**src/rtl/debounce_pkg.sv**
```systemverilog
// Shared definitions for the input debouncer and related input stages.
//   db_state_e        : debouncer FSM state (2-bit, fixed encodings)
//   DEF_STABLE_CYCLES : default stable-window length in clock cycles
package debounce_pkg;

  typedef enum logic [1:0] {
    STABLE_LO = 2'd0,
    WAIT_HI   = 2'd1,
    STABLE_HI = 2'd2,
    WAIT_LO   = 2'd3
  } db_state_e;

  localparam int DEF_STABLE_CYCLES = 4;

endpackage

```
**src/rtl/sync_2ff.sv**
```systemverilog
// Generic two-flop synchroniser for bringing asynchronous levels into the
// clk domain. Both flops load RESET_VAL under synchronous reset.
//   clk   : destination clock
//   reset : synchronous, active-high
//   d     : asynchronous input
//   q     : synchronised output (two clk edges of latency)
module sync_2ff #(
  parameter int               WIDTH     = 1,
  parameter logic [WIDTH-1:0] RESET_VAL = '0
) (
  input  logic             clk,
  input  logic             reset,
  input  logic [WIDTH-1:0] d,
  output logic [WIDTH-1:0] q
);

  logic [WIDTH-1:0] meta;

  always_ff @(posedge clk) begin
    if (reset) begin
      meta <= RESET_VAL;
      q    <= RESET_VAL;
    end else begin
      meta <= d;
      q    <= meta;
    end
  end

endmodule

```
**src/rtl/input_debouncer.sv**
```systemverilog
// Debounces a raw asynchronous input (button/switch). The input is first
// synchronised, then an FSM requires STABLE_CYCLES consecutive samples at
// the new level before the clean output follows. One-cycle strobes mark
// each accepted rising and falling transition. All outputs are registered.
//   clk          : system clock
//   reset        : synchronous, active-high
//   rawIn        : asynchronous raw input, may bounce
//   debouncedOut : clean level
//   riseStrobe   : one cycle high when debouncedOut goes 0->1
//   fallStrobe   : one cycle high when debouncedOut goes 1->0
module input_debouncer
  import debounce_pkg::*;
#(
  parameter int   STABLE_CYCLES = DEF_STABLE_CYCLES,  // must be >= 2
  parameter logic RESET_LEVEL   = 1'b0
) (
  input  logic clk,
  input  logic reset,
  input  logic rawIn,
  output logic debouncedOut,
  output logic riseStrobe,
  output logic fallStrobe
);

  localparam int             CNT_W    = $clog2(STABLE_CYCLES + 1);
  localparam logic [CNT_W-1:0] CNT_LAST = CNT_W'(STABLE_CYCLES - 1);
  localparam db_state_e      RST_STATE = RESET_LEVEL ? STABLE_HI : STABLE_LO;

  logic             sync_q;
  db_state_e        state, state_nxt;
  logic [CNT_W-1:0] cnt, cnt_nxt;
  logic             out_nxt, rise_nxt, fall_nxt;

  sync_2ff #(
    .WIDTH     (1),
    .RESET_VAL (RESET_LEVEL)
  ) u_sync (
    .clk   (clk),
    .reset (reset),
    .d     (rawIn),
    .q     (sync_q)
  );

  always_ff @(posedge clk) begin
    if (reset) begin
      state        <= RST_STATE;
      cnt          <= '0;
      debouncedOut <= RESET_LEVEL;
      riseStrobe   <= 1'b0;
      fallStrobe   <= 1'b0;
    end else begin
      state        <= state_nxt;
      cnt          <= cnt_nxt;
      debouncedOut <= out_nxt;
      riseStrobe   <= rise_nxt;
      fallStrobe   <= fall_nxt;
    end
  end

  // The first sample at the new level counts as 1, so the output flips on
  // the STABLE_CYCLES-th consecutive sample. Any sample back at the old
  // level returns to the stable state and clears the count.
  always_comb begin
    state_nxt = state;
    cnt_nxt   = cnt;
    out_nxt   = debouncedOut;
    rise_nxt  = 1'b0;
    fall_nxt  = 1'b0;
    unique case (state)
      STABLE_LO: begin
        if (sync_q) begin
          state_nxt = WAIT_HI;
          cnt_nxt   = CNT_W'(1);
        end else begin
          cnt_nxt   = '0;
        end
      end
      WAIT_HI: begin
        if (!sync_q) begin
          state_nxt = STABLE_LO;
          cnt_nxt   = '0;
        end else if (cnt == CNT_LAST) begin
          state_nxt = STABLE_HI;
          cnt_nxt   = '0;
          out_nxt   = 1'b1;
          rise_nxt  = 1'b1;
        end else begin
          cnt_nxt   = cnt + CNT_W'(1);
        end
      end
      STABLE_HI: begin
        if (!sync_q) begin
          state_nxt = WAIT_LO;
          cnt_nxt   = CNT_W'(1);
        end else begin
          cnt_nxt   = '0;
        end
      end
      WAIT_LO: begin
        if (sync_q) begin
          state_nxt = STABLE_HI;
          cnt_nxt   = '0;
        end else if (cnt == CNT_LAST) begin
          state_nxt = STABLE_LO;
          cnt_nxt   = '0;
          out_nxt   = 1'b0;
          fall_nxt  = 1'b1;
        end else begin
          cnt_nxt   = cnt + CNT_W'(1);
        end
      end
    endcase
  end

endmodule

```
**config.mk**
```make
export PLATFORM = sky130hd
export DESIGN_NAME = input_debouncer
export DESIGN_NICKNAME = d
export VERILOG_FILES = /design/src/rtl/debounce_pkg.sv /design/src/rtl/sync_2ff.sv /design/src/rtl/input_debouncer.sv
export SDC_FILE = /design/constraint.sdc
export NUM_CORES = 1
export LEC_CHECK = 0
export ABC_AREA = 1
export CORE_AREA = 5 5 42 44
export DETAILED_ROUTE_END_ITERATION = 12
export DIE_AREA = 0 0 47 49
export MAX_ROUTING_LAYER = met4
export PLACE_DENSITY = 0.51
export SYNTH_ARGS = -nofsm -noshare
export SYNTH_HDL_FRONTEND = slang
export SYNTH_HIERARCHICAL = 1
export SYNTH_SLANG_ARGS = --single-unit
```
**constraint.sdc**
```tcl
create_clock -name clk -period 1.1 [get_ports clk]
set_input_delay 0.11 -clock clk [delete_from_list [all_inputs] [get_ports clk]]
set_output_delay 0.11 -clock clk [all_outputs]
set_load 0.01 [all_outputs]
```
==> summary.md, run 1 <==
| Metric | Value |
|---|---|
| Outcome | finished, final reports clean |
| Total track usage | about 7.5% |
| Crit path time final | between 1 and 1.5 ns |
| Vias/cell | 4.22 |
| Syn nets | between 50 and 60 |
| # H-tree levels | 1 |
| Yosys Warn Count | 6 |
| Die ar. | between 2000 and 2500 sq um |
| Num ports | 6 |
| Max Freq | 997 MHz |
| CP max-delay cell | dfxtp_1 |
| Logic gate share of total power | 4.0% |
| Die height | about 50 microns |
| Net Sw Frac | between 20% and 30% |
| Post-CTS Setup Bufs | 0 |
| Internal | 0.000507 W |
| Ordered cell list for the critical path | ha_1 -> nand3_1 -> and3_1 |
| Cells after Synth | 52 |
| Pin count of the biggest net entering global routing | 6 |
| Die X | around 47 microns |
| Post-synth top area share | between 50% and 60% |
| I/O Buffers | 5 |
| TritonCTS clock tree | done |
| #FFs+latches synth | 10 |
| Crit path launch type | flip-flop |
| Fillers | 165 |
| Area grow syn2layout | 25.3% |
| Number of clock sinks | 10 |
| Critical path arrival | between 1 and 1.5 ns |
| Power consumption | approximately 0.00064 W |
| Clock latency on the worst-skew pair | approximately 0.26 ns |
| Vias in the first global route | around 310 |
| Cts hold-fix bufs | 0 |
| Sequential share of power | 57.8% |
| Final Skew | roughly 0.0055 ns |
| Initial core utilization | 27.1% |
| Final setup TNS | 0 ns |
| Final period util | between 90% and 100% |
| Clock Root Buffer | clkbuf_4 |
| Final Max Tran Viols | 0 |
| First-pass GRT wire length | between 1000 and 1500 microns |
| Via count | ~330 |
| Worst Path Buf+Inv | 0 |
| Worst VDD drop | between 0.5 and 0.6 mV |
| Worst path max stage delay | about 0.34 ns |
| Max-cap violations | 0 |
| GPL Wtd Cong | ~0.83 |
| Final setup viols | 0 |
| Register area share after synthesis | between 50% and 60% |
| FP Rows | 14 |
| Total core area | roughly 1400 sq um |
| RSZ-0062 raised after global routing | false |
| CTS clk-pin slew, worst paths | around 0.060 ns |
| Grt ovf | 0 |
| Detailed Route WL | about 660 microns |
| Final Hold Vio Count | 0 |
| N_diodes | 0 |
| Footprint of the multi-input gates | 139 sq um |
| Pre-antenna DRT Iters | 4 |
| Final layout net count | 67 |
| Syn avg cell area | between 7 and 8 sq um |
| Synth Cell Area | approximately 380 sq um |
| Worst setup EP type | flip-flop |
| Cell leakage power | 0.238 nW |
| Worst-case clock buffer depth | 2 |
| CP Data Required Time | 1.25 ns |
| Clk pwr share | around two fifths |
| Synth area leaders | dfxtp_1, inv_1, nand2_1 |
| DRC Markers | 0 |
| Critical Setup Path Class | reg -> reg |
| Crit path max-delay family | simple AND/OR/NAND/NOR gates |
| DP HPWL | approximately 520 microns |
| Worst slew pin tran | 0.174 ns |
| Cts bufs inserted | 3 |
| Post-DRT Antenna Nets | 0 |
| Psw | 0.000135 W |
| Cell variety after synth | 11 |
| WL/cell | between 8 and 9 microns |
| Initial antenna violation count | 0 |
| Reg area | roughly 200 sq um |
| Largest area contributor in the netlist | dfxtp_1 |
| Total power density per cell area | between 1000 and 1500 nW/um^2 |
| Worst hold path class | in -> reg |
| Layout cells sized above 1 | about a tenth |
| Crit-path max FO | 4 |
| Worst slew margin | between 80% and 90% |
| Starting DRT DRC Count | 5 |
sequential cells by signal (all words and copies together), names as in the netlist, named ones only:
| signal | cells |
|---|---|
| cnt | 3 |
| debouncedOut | 1 |
| fallStrobe | 1 |
| riseStrobe | 1 |
| state | 1 |
| u_sync/meta | 1 |
| u_sync/q | 1 |
timing repair:
action	4_1_cts	5_1_grt
gates resized for setup	3	0
hold endpoints to repair	0	0
endpoints found under the setup margin	3	0
worst reg2reg max path, stage by stage (launching register included):
cell	delay [ns]
dfxtp_1	0.34
ha_1	0.20
nand3_1	0.15
and3_1	0.20
metal layers:
| layer | track usage [%] | share of wire [%] | up-vias |
|---|---|---|---|
| met3 | 2.21 | 6.6 | 5 |
| met1 | 8.44 | 46 | 137 |
| met5 | - | 0 | - |
| li1 | - | - | 170 |
| met4 | 6.91 | 5.8 | 0 |
| met2 | 10.2 | 41 | 13 |
synthesized netlist by cell type (all sizes together):
| cell | count |
|---|---|
| nand2 | 12 |
| nor2 | 12 |
| inv | 11 |
| dfxtp | 10 |
| nand3 | 3 |
| a21oi | 1 |
| and3 | 1 |
| ha | 1 |
| nor3 | 1 |
worst paths after layout:
| check | startpoint | endpoint | slack (ns) | cells after the start |
|---|---|---|---|---|
| worst max-delay path | cnt[0] | state[0] | 0.1 | 3 |
| worst min-delay path | rawIn | u_sync/meta | 0.36 | 3 |
| worst max register to register | cnt[0] | state[0] | 0.1 | 3 |
| worst min register to register | u_sync/meta | u_sync/q | 0.40 | 2 |
power groups by stage:
stage / Sequential, W / Clock, W / Combinational, W
6_report: 0.000370 / 0.000245 / 0.0000255
5_1_grt: 0.000371 / 0.000271 / 0.0000288
4_1_cts: 0.000370 / 0.000256 / 0.0000256
3_5_place_dp: 0.000379 / 0 / 0.0000255
3_3_place_gp: 0.000378 / 0 / 0.0000251
2_1_floorplan: 0.000378 / 0 / 0.0000114
area by class of cell:
cell class	count	share of cell area (%)
Multi-Input combinational cell	31	29.1
Timing Repair Buffer	6	11.3
Tap cell	16	4.20
Sequential cell	10	42.0
Inverter	11	8.66
Clock buffer	3	4.72
kinds of logic after synthesis:
kind of cell | count (synthesis) | share of synthesized area, %
and+or+nand+nor | 29 | 31.9
buffers and inverters | 11 | 10.9
DFF | 10 | 52.6
AOI/OAI and AO/OA | 1 | 1.31
adders and majority gates | 1 | 3.29
placed cells by master (no fill, tap or decap):
cell / n
inv_1: 11
nand2_1: 11
nor2_1: 11
dfxtp_1: 10
nand3_1: 3
clkbuf_4: 3
dlygate4sd2_1: 3
clkdlybuf4s50_1: 2
nand2_2: 1
and3_1: 1
nor3_1: 1
nor2_2: 1
a21oi_1: 1
ha_1: 1
buf_4: 1
per-stage QoR:
step	hold slack [ns]	setup slack [ns]	cell area, sq um	cells	util [%]
final	0.364	0.0974	477	77	34.0
after global routing	0.362	0.0154	477	77	34.0
after CTS	0.360	0.0809	477	77	34.0
after detailed placement	0.401	0.0275	458	74	32.7
after global placement	0.390	0.0670	458	74	32.7
after floorplan	0.181	0.192	380	52	-
Power figures use the tool's default switching activity.
==> run 2, diff against run 1 <==
--- a/config.mk
+++ b/config.mk
@@ -7,6 +7,7 @@
 export LEC_CHECK = 0
 export ABC_AREA = 1
 export CORE_AREA = 5 5 42 44
+export CTS_CLUSTER_DIAMETER = 100
 export DETAILED_ROUTE_END_ITERATION = 12
 export DIE_AREA = 0 0 47 49
 export MAX_ROUTING_LAYER = met4
==> results of run 2 <==
Final layout, timing and power as in run 1 (identical DEF).
==> run 3, diff against run 2 <==
--- a/config.mk
+++ b/config.mk
@@ -6,10 +6,10 @@
 export NUM_CORES = 1
 export LEC_CHECK = 0
 export ABC_AREA = 1
-export CORE_AREA = 5 5 42 44
+export CORE_AREA = 2 2 39 41
 export CTS_CLUSTER_DIAMETER = 100
 export DETAILED_ROUTE_END_ITERATION = 12
-export DIE_AREA = 0 0 47 49
+export DIE_AREA = 0 0 41 43
 export MAX_ROUTING_LAYER = met4
 export PLACE_DENSITY = 0.51
 export SYNTH_ARGS = -nofsm -noshare
==> summary.md, run 3 (same netlist as run 1, synthesis figures left out) <==
| Metric | Value |
|---|---|
| Outcome | finished, final reports clean (unchanged) |
| Vias/cell | 3.95 (was 4.22) |
| Total core area | 1380 sq um (was 1400 sq um) |
| Die ar. | 1760 sq um (was 2300 sq um) |
| Logic gate share of total power | 3.5% (was 4.0%) |
| Critical Setup Path Class | reg -> reg (unchanged) |
| Post-CTS Setup Bufs | 0 (unchanged) |
| Max-cap violations | 0 (unchanged) |
| Die height | 43 microns (was 49 microns) |
| Worst slew margin | 89.1% (was 88.4%) |
| DP HPWL | 443 microns (was 521 microns) |
| Final Max Tran Viols | 0 (unchanged) |
| Worst-case clock buffer depth | 2 (unchanged) |
| Final setup viols | 0 (unchanged) |
| CP max-delay cell | dfxtp_1 (unchanged) |
| Cell leakage power | 0.245 nW (was 0.238 nW) |
| Worst Path Buf+Inv | 0 (unchanged) |
| CP Data Required Time | 1.26 ns (was 1.25 ns) |
| Ordered cell list for the critical path | ha_1 -> nand2_1 -> nor2_2 -> nand2_1 -> nand2_1 -> nand2_1 (was ha_1 -> nand3_1 -> and3_1) |
| Area post-placement | 458 sq um (unchanged) |
| Cts bufs inserted | 3 (unchanged) |
| Clk pwr share | 45.4% (was 38.3%) |
| DRC Markers | 0 (unchanged) |
| Initial antenna violation count | 0 (unchanged) |
| Largest reg by FF count | cnt (unchanged) |
| Via count | 308 (was 325) |
| GPL Wtd Cong | 0.756 (was 0.826) |
| Vias in the first global route | 253 (was 313) |
| Number of clock sinks | 10 (unchanged) |
| Worst setup EP type | flip-flop (unchanged) |
| Detailed Route WL | 569 microns (was 656 microns) |
| TritonCTS clock tree | done (unchanged) |
| Clock latency on the worst-skew pair | 0.26 ns (about the same) |
| Area grow syn2layout | 28.9% (was 25.3%) |
| Psw | 0.000143 W (was 0.000135 W) |
| Final setup TNS | 0 ns (unchanged) |
| Non-Filler Instances | 78 (was 77) |
| Grt ovf | 0 (unchanged) |
| Net Sw Frac | 19.7% (was 21.0%) |
| Die X | 41 microns (was 47 microns) |
| Top cell by count, worst path | nand2_1 |
| Final layout net count | 67 (unchanged) |
| Pin count of the biggest net entering global routing | 7 (was 6) |
| CTS clk-pin slew, worst paths | 0.07 ns (was 0.06 ns) |
| Post-DRT Antenna Nets | 0 (unchanged) |
| Layout cells sized above 1 | 11.3% (was 9.84%) |
| Cells after DPL | 74 (unchanged) |
| Internal | 0.000581 W (was 0.000507 W) |
| RSZ-0062 raised after global routing | false (unchanged) |
| # H-tree levels | 1 (unchanged) |
| I/O Buffers | 5 (unchanged) |
| Total power density per cell area | 1480 nW/um^2 (was 1350 nW/um^2) |
| FP Rows | 14 (unchanged) |
| Final Hold Vio Count | 0 (unchanged) |
| Num ports | 6 (unchanged) |
| Crit path max-delay family | simple AND/OR/NAND/NOR gates (unchanged) |
| First-pass GRT wire length | 1010 microns (was 1190 microns) |
| Pre-antenna DRT Iters | 4 (unchanged) |
| Worst slew pin tran | 0.163 ns (was 0.174 ns) |
| Worst path max stage delay | 0.34 ns (about the same) |
| Initial core utilization | 27.5% (was 27.1%) |
| Crit path time final | 0.983 ns (was 1.00 ns) |
| Final Skew | 0.000830 ns (was 0.00545 ns) |
| Clock Root Buffer | clkbuf_4 (unchanged) |
| Worst VDD drop | 0.592 mV (was 0.570 mV) |
| WL/cell | 7.29 microns (was 8.52 microns) |
| Worst hold path class | in -> reg (unchanged) |
| Crit-path max FO | 3 (was 4) |
| Max Freq | 1020 MHz (was 997 MHz) |
| Critical path arrival | 1.15 ns (was 1.16 ns) |
| Most frequent cells in the layout | inv_1, nand2_1, nor2_1 (unchanged) |
| Total track usage | 9.20% (was 7.54%) |
| Crit path launch type | flip-flop (unchanged) |
| Design area | 490 sq um (was 477 sq um) |
| N_diodes | 0 (unchanged) |
| Final period util | 89.3% (was 91.1%) |
| Sequential share of power | 51.1% (was 57.8%) |
| Starting DRT DRC Count | 11 (was 5) |
| Max FFs per register | 3 (unchanged) |
==> run 3: path summary, 6_finish.rpt <==
kind,startpoint,to,slack [ns],depth (start not counted)
max,cnt[0],debouncedOut,0.12,6
min,rawIn,u_sync/meta,0.36,3
max reg2reg,cnt[0],debouncedOut,0.12,6
min reg2reg,u_sync/meta,u_sync/q,0.40,2
==> run 3: tightest hold or removal path, cell delays in order <==
cell and delay, ns:
clkdlybuf4s50_1 0.39, inv_1 0.05, nor2_1 0.03
==> run 3: area by class of cell <==
cell class,instances,area (sq um)
Fill cell,154,893
Sequential cell,10,200
Multi-Input combinational cell,31,139
Clock buffer,4,36.3
Tap cell,16,20.0
Inverter,11,41.3
Timing Repair Buffer,6,53.8
==> run 3: metal layers <==
layer	global-route usage [%]	routed length [microns]	up-vias
li1	-	-	172
met1	12.1	291	124
met2	9.69	221	8
met3	4.71	34	4
met4	8.00	22	0
met5	-	0	-
==> run 3: repair_timing <==
action                                  CTS  global route
endpoints found under the setup margin    3             0
hold buffers                              0             0
resized for setup                         3             0
==> run 3: power by group through the flow <==
stage	registers, W	logic, W	clock network (W)
after global routing	0.000370	0.0000297	0.000359
after floorplan	0.000378	0.0000114	0
after CTS	0.000370	0.0000255	0.000337
after global placement	0.000378	0.0000252	0
final	0.000370	0.0000251	0.000329
after detailed placement	0.000378	0.0000253	0
==> run 3: metrics by stage <==
stage               worst slack, ns  util [%]  hold slack (ns)  total power, W
floorplan                     0.192         -            0.181        0.000389
global placement             0.0642      33.1            0.390        0.000404
detailed placement           0.0370      33.1            0.394        0.000404
CTS                           0.106      35.4            0.351        0.000733
global route                 0.0290      35.4            0.392        0.000759
finish                        0.117      35.4            0.356        0.000724
==> edit 1 (settings of run 1) <==
Reset style: asynchronous (`reset`), changed in 2 clocked blocks. Comments in the files are not updated.
--- a/src/rtl/sync_2ff.sv
+++ b/src/rtl/sync_2ff.sv
@@ -16,7 +16,7 @@
 
   logic [WIDTH-1:0] meta;
 
-  always_ff @(posedge clk) begin
+  always_ff @(posedge clk or posedge reset) begin
     if (reset) begin
       meta <= RESET_VAL;
       q    <= RESET_VAL;
--- a/src/rtl/input_debouncer.sv
+++ b/src/rtl/input_debouncer.sv
@@ -41,7 +41,7 @@
     .q     (sync_q)
   );
 
-  always_ff @(posedge clk) begin
+  always_ff @(posedge clk or posedge reset) begin
     if (reset) begin
       state        <= RST_STATE;
       cnt          <= '0;
Formal check against the unedited RTL: differs if reset is asserted again (counterexample within 10 cycles, from zero or initial values and one cycle with reset high); with reset held inactive, the same outputs for 10 cycles.
==> edit 1 against run 1 <==
Routed wire length decreased by 13%; design area increased by 3.7%; worst setup slack got worse by 0.029 ns; global-route usage decreased by 1.5 points; area after synthesis increased by 4.6%; sequential cell count unchanged; critical endpoint is now cnt[0].
Power is not compared: it rests on default switching activity, and its combinational part moved more than twofold at a synthesized area within 25%.
==> edit 1: results (changes against run 1) <==
- Status: complete, no violations (unchanged)
- Cells after Synth: 43 (was 52)
- Placed cells: 64 (was 74)
- Grt met1 use: 7.356% (was 8.444%)
- CTS max path bufs: 2 (unchanged)
- Syn nets: 47 (was 56)
- Drt wl/cell: 8.368 um (was 8.519 um)
- Worst reg2reg path depth: 6 (was 3)
- Root Driver: clkbuf_4 (unchanged)
- Number of global-route vias before repair: 233 (was 313)
- Synth top area cells: dfrtp_1 63%, nand2_1 13%, inv_1 8.5%, ha_1 3.1%, nor2_4 2.8% (was dfxtp_1 53%, inv_1 11%, nand2_1 11%, nor2_1 11%, nand3_1 3.9%)
- Pre-CTS WS: 0.07209 ns (was 0.02749 ns)
- Worst slew pin tran: 0.2936 ns (was 0.1738 ns)
- Slowest stage delay, CP: 0.38 ns (was 0.34 ns)
- Vias: 275 (was 325)
- Leakage power: 0.2928 nW
- Crit-path slowest cell: dfrtp_1 (was dfxtp_1)
- Family with the most delay on the worst path: flip-flops (was simple AND/OR/NAND/NOR gates)
- Top reg by flops: cnt (unchanged)
- Post-synth EDFFs: 0 (unchanged)
- Post-synth top cells: 14 x nand2_1, 10 x dfrtp_1, 9 x inv_1 (was 11 x inv_1, 11 x nand2_1, 11 x nor2_1)
- DR WL met2: 257 um (was 270 um)
- VDD IR max: 0.0006369 V
- P_int: 0.0006844 W
- Final worst slack: 0.06850 ns (was 0.09741 ns)
- Tot Pwr: 0.0009811 W
- Final std cells w/o fill: 68 (was 77)
- Reg clk slew, reported paths: 0.06 ns (about the same)
- Highest metal used: met4 (unchanged)
- Critical path launch point: cnt[0] (unchanged)
- Seq/Total Area, Yosys: 62.89% (was 52.63%)
- Clk power: 0.000240 W
- Total global-route track usage: 6.007% (was 7.536%)
- Hold Path Class: in -> async (was in -> reg)
- H-tree depth: 1 (unchanged)
- Fraction of registers with async set/reset: 100.0% (was 0%)
- GPL Wtd Cong: 0.7032 (was 0.8263)
- Largest net degree at the start of global routing: 9 (was 6)
- WL met1: 251 um (was 303 um)
- Hpwl dp: 442.1 um (was 521 um)
- Routing usage on met2: 7.240% (was 10.18%)
- Antenna cells: 0 (unchanged)
- Ys Warns: 6 (unchanged)
- CTS buffer count: 3 (unchanged)
- Layout cell share with drive strength beyond 1: 15.38% (was 9.836%)
- Met3 wire length: 33 um (was 43 um)
- WHS: 0.02201 ns (was 0.3644 ns)
- First-pass GRT wire length: 924 um (was 1193 um)
- Crit path to: cnt[0] (was state[0])
- Synth unique cells: 11 (unchanged)
- Setup Skew: 0.0007110 ns (was 0.005452 ns)
- Nets: 58 (was 67)
- Worst path arrival time: 1.23 ns (was 1.16 ns)
- DR pass1 iterations: 4 (unchanged)
- Placement Cell Area: 467.9 um^2 (was 457.9 um^2)
- Crit-path max FO: 3 (was 4)
- M3 GR Usage: 2.214% (unchanged)
- Number of DRC markers in iteration 0: 6 (was 5)
-- edit 1: changes by cell type in the layout (fill, tap and decap cells not counted), sizes merged --
cell / delta
nand3: -2
nand4: +1
dfxtp: -10
o21ai: +1
dfrtp: +10
nand2: +2
nor2: -8
nor3: -1
and3: -1
a21oi: -1
-- edit 1: cells by family (layout without fill, tap and decap cells) --
group | after synthesis | count (layout) | synth area share (%)
flip-flops | 10 | 10 | 62.89
adder cells (fa/ha/maj) | 1 | 1 | 3.144
buffers and inverters | 11 | 20 | 10.38
AND/OR/NAND/NOR | 20 | 20 | 22.33
AO/OA/AOI/OAI | 1 | 1 | 1.257
-- edit 1: cell type report --
cell class                 instances  area [um^2]
clock buffer                       3        22.52
fill                             153        907.1
inverter                          11        41.29
multi-input combinational         22        106.4
sequential                        10        250.2
tap                               16        20.02
timing repair buffer               6        53.80
-- edit 1: timing repair --
item / 4_1_cts / 5_1_grt
buffers inserted: 0 / 1
endpoints found under the setup margin: 3 / 1
gates resized for setup: 3 / 0
==> edit 2 (flow settings as in run 1) <==
Without the edit above. `DEF_STABLE_CYCLES`: 4 -> 16.
--- a/src/rtl/debounce_pkg.sv
+++ b/src/rtl/debounce_pkg.sv
@@ -10,7 +10,7 @@
     WAIT_LO   = 2'd3
   } db_state_e;
 
-  localparam int DEF_STABLE_CYCLES = 4;
+  localparam int DEF_STABLE_CYCLES = 16;
 
 endpackage
 
Check against the original RTL: not equivalent (a bounded check fails within 10 cycles, from zero or initial values and one cycle with reset high).
==> edit 2 against run 1 <==
Fmax is 5.5% lower; global-route usage up 2.2 points; worst setup slack worse by 0.059 ns; count of clock-buffer cells in the layout did not move; design area increased by 30%; routed wire length grew 31%; sequential cell count grew 2; synthesized cell count up 12%; critical path depth rose by 3; area after synthesis rose by 22%; critical path type unchanged; total power is 14% higher; sequential share of layout area fell by 2.9 points.
==> edit 2: results (changes against run 1) <==
- Tmin final: 1.061 ns (was 1.003 ns)
- Antenna cells: 0 (unchanged)
- Ys Warns: 6 (unchanged)
- Total global-route track usage: 9.783% (was 7.536%)
- Reg clk slew, reported paths: 0.07 ns
- VDD IR max: 0.0004791 V (was 0.0005697 V)
- GPL Wtd Cong: 0.7876 (was 0.8263)
- Synth unique cells: 16 (was 11)
- Post-Synth Adder-Cell Area: 2.695% (was 3.289%)
- Synth top area cells: dfxtp_1 52%, nand2_1 8.9%, inv_1 6.5%, nor2_1 6.5%, nand3_1 5.4% (was dfxtp_1 53%, inv_1 11%, nand2_1 11%, nor2_1 11%, nand3_1 3.9%)
- Post-synth top cells: 12 x dfxtp_1, 11 x nand2_1, 8 x inv_1, 8 x nor2_1, 5 x nand3_1 (was 11 x inv_1, 11 x nand2_1, 11 x nor2_1)
- Vias: 373 (was 325)
- Mux contribution to synthesized area: 0% (unchanged)
- Clk Latency, worst-skew pair: 0.26 ns (about the same)
- Hpwl dp: 661.2 um (was 521 um)
- Worst slew margin: 84.66% (was 88.38%)
- Seq/Total Area, Yosys: 51.75% (was 52.63%)
- Max reg flops: 5 (was 3)
- H-tree depth: 1 (unchanged)
- Crit-path slowest cell: dfxtp_2 (was dfxtp_1)
- Reg-to-reg slack, setup: 0.04 ns (was 0.1 ns)
- Port Buffers: 5 (unchanged)
- CTS buffer count: 3 (unchanged)
- Syn nets: 62 (was 56)
- Setup Skew: 0.0004650 ns (was 0.005452 ns)
- Largest net degree at the start of global routing: 7 (was 6)
- First-pass GRT wire length: 1580 um (was 1193 um)
- Fraction of registers with async set/reset: 0% (unchanged)
- Number of global-route vias before repair: 379 (was 313)
- CTS max path bufs: 2 (unchanged)
- Worst path arrival time: 1.23 ns (was 1.16 ns)
- Post-Synth XOR/XNOR Area: 1.887% (was 0%)
- Setup Buffers After CTS: 0 (unchanged)
- Drt wl/cell: 9.965 um (was 8.519 um)
- Fillers: 155 (was 165)
- Leakage power: 0.2752 nW (was 0.2378 nW)
- Synth Area in Compound Gates: 6.199% (was 1.316%)
- Slowest stage delay, CP: 0.36 ns (was 0.34 ns)
- Root Driver: clkbuf_4 (unchanged)
- Nets: 76 (was 67)
- # setup viols final: 0 (unchanged)
- Hold Path Class: in -> reg (unchanged)
- WHS: 0.3561 ns (was 0.3644 ns)
- DR pass1 iterations: 3 (was 4)
- Status: complete, no violations (unchanged)
- Crit-path max FO: 3 (was 4)
- Number of DRC markers in iteration 0: 4 (was 5)
- Top reg by flops: cnt (unchanged)
- Initial antenna violation count: 0 (unchanged)
- Pre-CTS WS: -0.01171 ns (was 0.02749 ns)
- Layout cell share with drive strength beyond 1: 24.29% (was 9.836%)
[edit 2: logic make-up (layout without fill, tap and decap cells)]
kind of cell,count (synthesis),in the layout
and+or+nand+nor,30,30
buffers and inverters,9,21
DFF,12,12
adders and majority gates,1,1
xor gates and xnor gates,1,1
AOI/OAI and AO/OA,5,5
[edit 2: layout make-up]
class | count | area share, %
clock buffers | 3 | 3.629
inverters | 8 | 4.839
multi-input cells | 37 | 35.08
flip-flops and latches | 12 | 39.11
well taps | 16 | 3.226
repair buffers | 10 | 14.11
[edit 2: metrics by stage]
stage | cell area [um^2] | utilization, % | cells | total power (W) | TNS (ns)
after floorplan | 464.2 | - | 58 | 0.0004641 | 0
after global placement | 566.8 | 40.45 | 83 | 0.0004811 | 0
after detailed placement | 566.8 | 40.45 | 83 | 0.0004810 | -0.01171
after CTS | 606.8 | 43.30 | 86 | 0.0007427 | 0
after global routing | 620.6 | 44.29 | 86 | 0.0007641 | -0.09551
final | 620.6 | 44.29 | 86 | 0.0007341 | 0
[edit 2: path summary, 6_finish.rpt]
check                    from          end  cells after the start
setup / recovery       cnt[0]    flip-flop                      6
hold / removal          rawIn  u_sync/meta                      3
setup reg to reg       cnt[0]    flip-flop                      6
hold reg to reg   u_sync/meta     u_sync/q                      2
[edit 2: what timing repair did]
action                     CTS  global route
pin swaps                    2             1
setup endpoints to repair    4             6
gates resized for setup      9             3
[edit 2: critical path: cells and delay by family, from the launching register on]
family                   cells  cell delay (ns)
AND/OR/NAND/NOR              5             0.46
flip-flops                   1             0.36
adder cells (fa/ha/maj)      1             0.15
[edit 2: routing by layer]
| metal | GRT usage (%) | wire [um] |
|---|---|---|
| met1 | 13.11 | 411 |
| met2 | 13.12 | 400 |
| met3 | 2.214 | 30 |
| met4 | 5.530 | 14 |
| met5 | - | 0 |
[edit 2: where the power goes]
group,internal [W],switching [W],total (W),leakage (nW)
clock network,0.000126,0.000136,0.000262,0.0138
registers,0.000440,0.00000461,0.000444,0.0982
logic,0.0000149,0.0000129,0.0000279,0.163
